===== src/rtl/alu_pkg.sv =====
// Shared constants for the four-bit ALU logic group: datapath width and the
// operation encoding used by the parent ALU result mux.
package alu_pkg;

    localparam int ALU_WIDTH = 4;

    typedef enum logic [1:0] {
        OP_AND = 2'd0,
        OP_OR  = 2'd1,
        OP_XOR = 2'd2,
        OP_NOT = 2'd3
    } logic_op_e;

endpackage


===== src/rtl/or_4_or_bit.sv =====
// Single-bit OR cell; a 1 on either input dominates any x/z on the other.
module or_bit (
    input  logic a_i,
    input  logic b_i,
    output logic y_o
);

    assign y_o = a_i | b_i;

endmodule


===== src/rtl/or_4.sv =====
// Bitwise OR unit with zero/all-ones flags and an optional registered result.
// The combinational result and flags never depend on clk or rst.
module or_4
    import alu_pkg::*;
#(
    parameter int WIDTH   = ALU_WIDTH,
    parameter bit REG_OUT = 1'b1
) (
    input  logic             clk,
    input  logic             rst,
    input  logic             en,
    input  logic [WIDTH-1:0] a,
    input  logic [WIDTH-1:0] b,
    output logic [WIDTH-1:0] y,
    output logic [WIDTH-1:0] y_q,
    output logic             zero,
    output logic             ones
);

    genvar gi;
    generate
        for (gi = 0; gi < WIDTH; gi++) begin : g_bit
            or_bit u_or_bit (
                .a_i (a[gi]),
                .b_i (b[gi]),
                .y_o (y[gi])
            );
        end
    endgenerate

    assign zero = ~|y;
    assign ones = &y;

    generate
        if (REG_OUT) begin : g_reg
            logic [WIDTH-1:0] res_q;
            logic [WIDTH-1:0] res_d;

            always_comb begin
                res_d = res_q;
                if (en) begin
                    res_d = y;
                end
            end

            // Reset acts immediately, without waiting for a clock edge.
            always_ff @(posedge clk or posedge rst) begin
                if (rst) begin
                    res_q <= '0;
                end else begin
                    res_q <= res_d;
                end
            end

            assign y_q = res_q;
        end else begin : g_comb
            assign y_q = y;
        end
    endgenerate

endmodule


===== config.mk =====
export PLATFORM = sky130hd
export DESIGN_NAME = or_4
export DESIGN_NICKNAME = d
export VERILOG_FILES = /design/src/rtl/alu_pkg.sv /design/src/rtl/or_4_or_bit.sv /design/src/rtl/or_4.sv
export SDC_FILE = /design/constraint.sdc
export NUM_CORES = 1
export LEC_CHECK = 0
export BUFFER_PORTS_ARGS = -buffer_cell sky130_fd_sc_hd__buf_2
export CAP_MARGIN = 20
export CORE_AREA = 2 2 39 41
export CTS_CLUSTER_DIAMETER = 100
export DETAILED_ROUTE_END_ITERATION = 7
export DIE_AREA = 0 0 41 43
export PLACE_DENSITY = 0.41
export RECOVER_POWER = 100
export SLEW_MARGIN = 25
export SYNTH_ARGS = -nofsm -noshare
export SYNTH_HDL_FRONTEND = slang
export SYNTH_SLANG_ARGS = --single-unit

===== constraint.sdc =====
create_clock -name clk -period 0.8 [get_ports clk]
set_input_delay 0.12 -clock clk [delete_from_list [all_inputs] [get_ports clk]]
set_output_delay 0.12 -clock clk [all_outputs]
set_load 0.02 [all_outputs]

## Yosys cells after proc, flatten, opt, wreduce, memory -nomap -nowiden

Index checks and enable logic that the tools add are counted.

- Flip-flop bits (word level): 4
- Bits of input ports: 11
- Word-level logic and storage cells: 8

- Bitwise operators: 4
- Reduce and logical (&&, ||, !) cells: 3

Operators by type and width:

| operator | number |
|---|---|
| 1-bit bitwise OR | 4 |
| 4-bit AND reduction | 1 |
| 4-bit OR reduction | 1 |
| 1-bit logical NOT | 1 |

## Longest topological paths before layout

- Depth after elaboration: 3
- Depth in mapped cells: 3
- Depth with buffers taken out: 2

## By module

A second synthesis with hierarchy kept.

- Cells, all modules: 15
- Area, all modules: 188.9 sq um

By module, submodules not included:

| module | instances | cells each | area an instance (sq um) | seq. area each (sq um) |
|---|---|---|---|---|
| or_4 | 1 | 11 | 163.9 | 100.1 |
| or_bit | 4 | 1 | 6.3 | 0.0 |

## Worst setup path after synthesis

Ideal clock, no wire load.

- Path kind: input-to-output
- Start: in b[0]
- End: out ones
- Data arrival time: 0.667 ns
- Data required time: 0.680 ns
- Slack: 0.013 ns
- Stages: 2
- Cells stage by stage: nor2_2 nor4_2

- Word-level cells in the longest chain between the ends: 2

RTL lines:

| item | RTL line | source |
|---|---|---|
| start, declared | or_4.sv:13 | `input logic [WIDTH-1:0] b,` |
| 1-bit bitwise OR | or_4_or_bit.sv:8 | `assign y_o = a_i \| b_i;` |
| 4-bit AND reduction | or_4.sv:32 | `assign ones = &y;` |
| end, declared | or_4.sv:17 | `output logic ones` |

Every way passes these cells.

## Final worst setup path

- Start: reg g_reg.res_q[1] (netlist: y_q[1])
- End: out y_q[1]

RTL lines:

| item | RTL line | source |
|---|---|---|
| start, declared | or_4.sv:36 | `logic [WIDTH-1:0] res_q;` |
| start signal, assigned | or_4.sv:51 | `res_q <= res_d;` |
| end, declared | or_4.sv:15 | `output logic [WIDTH-1:0] y_q,` |

No word-level cell between the ends.

==> qor.txt <==
Clock Path Buffers -> 2
Tmin final -> 0.8857 ns
Syn Std Cell Area -> 235.2 µm²
Crit. Startpoint -> y_q[1]$_DFFE_PP0P_
kind of end point of the critical path -> output port
register area share after synthesis -> 42.55%
violated checks -> negative setup slack
Fmax -> 1.129 GHz
Avg Inst Size Synth -> 8.401 µm²
unrepaired setup endpoints after global routing -> true
CTS buffer count -> 3
CP Class -> reg -> out
Clock Latency Late Sink -> 0.24 ns
syn_nets -> 39
first-pass GRT wire length -> 862 µm
worst setup margin -> -0.08566 ns
CTS Root Cell -> clkbuf_4
R2R Path Start -> y_q[0]$_DFFE_PP0P_
VDD IR max -> 0.0006704 V
hold depth -> 2
Final ANT Viol Nets -> 0
mux cell area share after synthesis -> 0%
clock transition at the registers of the reported paths -> 0.04 ns
1st-pass router iterations -> 1
Overall Power -> 0.0007044 W
CTS tree -> done
Critical Path Fanout Max -> 2
most common cell after layout, fill and taps aside -> buf_6
complex-gate fraction of the synthesized area -> 8.511%
Synth Warn # -> 0
Crit path arrival time -> 0.77 ns
reg2reg setup slack -> 0.03 ns
Mapped Cells -> 28
share of the synthesized area in the top cell type -> 42.55%
WL/cell -> 8.721 µm
via-per-instance ratio -> 3.559
WP buf/inv -> 1
synth unique cells -> 9
chip width -> 41 µm
Ports -> 21
Iter 0 DRT Violations -> 0
Syn-to-layout area delta -> 105.3%
Setup TNS -> -0.3160 ns
layout cell share with drive strength beyond 1 -> 63.46%
pre-CTS setup slack -> -0.06848 ns
largest net degree at the start of global routing -> 9
Overflow after GRT -> 0
slew margin rel. -> 87.57%
Min-Delay Endpoint -> y_q[1]$_DFFE_PP0P_
Max-Cap Viols -> 0
Worst Path Required -> 0.68 ns
hpwl dp -> 442.5 µm
Adder-Cell Fraction of Synth Area -> 0%
Worst path max stage delay -> 0.39 ns
die height -> 43 µm
Tcrit/Tclk final -> 110.7%
Area contributors post-synth -> dfrtp_1 43%, buf_4 13%, nor2_2 11%
Die ar. -> 1763 µm²
Power Dens Cells -> 1458 nW/µm²
via count -> 242
crit start category -> register
#FFs+latches synth -> 4
critical-path cell list -> buf_6
HP Start -> en
DR DRC count -> 0
xor/xnor share of the synthesized area -> 0%
slowest CP cell -> dfrtp_1
final hold vios -> 0
fin. max-slew vios -> 0
Filler cells -> 147
initial antenna violation count -> 0
FF-to-FF End -> y_q[0]$_DFFE_PP0P_
most frequent cells in the layout -> 12 x buf_6, 6 x buf_4, 5 x inv_1
Final Setup Violations -> 5
clock sink total -> 4
# rows -> 14
Clock Skew -> 0 ns
Hold Path Class -> in -> reg
worst slew pin tran -> 0.1850 ns
fin nets -> 65
CP delay by family, top -> flip-flops
vias in the first global route -> 225
R2R depth -> 3
LEAKAGE -> 0.2316 nW
largest family of logic cells by synthesized area -> simple AND/OR/NAND/NOR gates
simple-gate share of the synthesized area -> 26.06%
max FFs per register -> 4
core area -> 1384 µm²
Yosys top cell by area -> dfrtp_1
routability cong. -> 0.6543
Starting Density -> 17.00%
# diodes -> 0
Post-Route WL -> 593 µm
Port Buffers -> 20
global-route usage over all layers -> 7.863%
outcome -> finished, violations left
H-tree depth -> 1
==> area by class of cell <==
type	count	area, µm²	area share, %
timing repair buffer	26	225.2	46.63
multi-input combinational	14	96.34	19.95
tap	16	20.02	4.145
sequential	4	100.1	20.73
clock buffer	3	22.52	4.663
inverter	5	18.77	3.886
==> worst max-delay path by stage <==
stage | to | slack [ns] | depth (start not counted)
2_1_floorplan | ones | 0.01 | 2
4_1_cts | y_q[1] | -0.09 | 1
3_5_place_dp | zero | -0.07 | 4
5_1_grt | y_q[0] | -0.1 | 1
3_3_place_gp | zero | -0.06 | 4
6_report | y_q[1] | -0.09 | 1
==> per-stage QoR <==
step           util [%]  area, µm²  cells  hold slack (ns)
5_1_grt           34.90      483.0     68           0.1708
6_report          34.90      483.0     68           0.1510
3_3_place_gp      25.32      350.3     63         0.006509
2_1_floorplan         -      235.2     28          -0.1139
3_5_place_dp      25.32      350.3     63         0.008429
4_1_cts           34.63      479.2     68           0.1488
==> cell families after synthesis <==
group / after synthesis
buf+inv: 10
simple gates: 10
compound gates: 4
flops: 4
==> cell usage after synthesis (all sizes together) <==
master	instances
nor2	8
nor4	1
a21oi	4
buf	5
and4	1
inv	5
dfrtp	4
==> where the power goes <==
part | internal, W | switching (W) | leakage [nW]
Combinational | 0.000120 | 0.0000996 | 0.177
Sequential | 0.000220 | 0.0000117 | 0.0406
Clock | 0.000168 | 0.0000857 | 0.0138
==> layer usage <==
layer  vias to the layer above  routed length, µm  share of wire, %  global-route usage, %
met1                        96                258                44                  9.121
met5                         -                  0                 0                      0
met4                         0                  0                 0                  6.000
li1                        134                  -                 -                      -
met3                         0                 60                10                  4.712
met2                        12                273                46                  10.00
==> what timing repair did <==
action	CTS	global route
buffers inserted	1	0
hold endpoints to repair	4	0
pin swaps	6	2
hold buffers	1	0
endpoints found under the setup margin	9	6
resized for setup	20	2
Power figures use the tool's default switching activity.
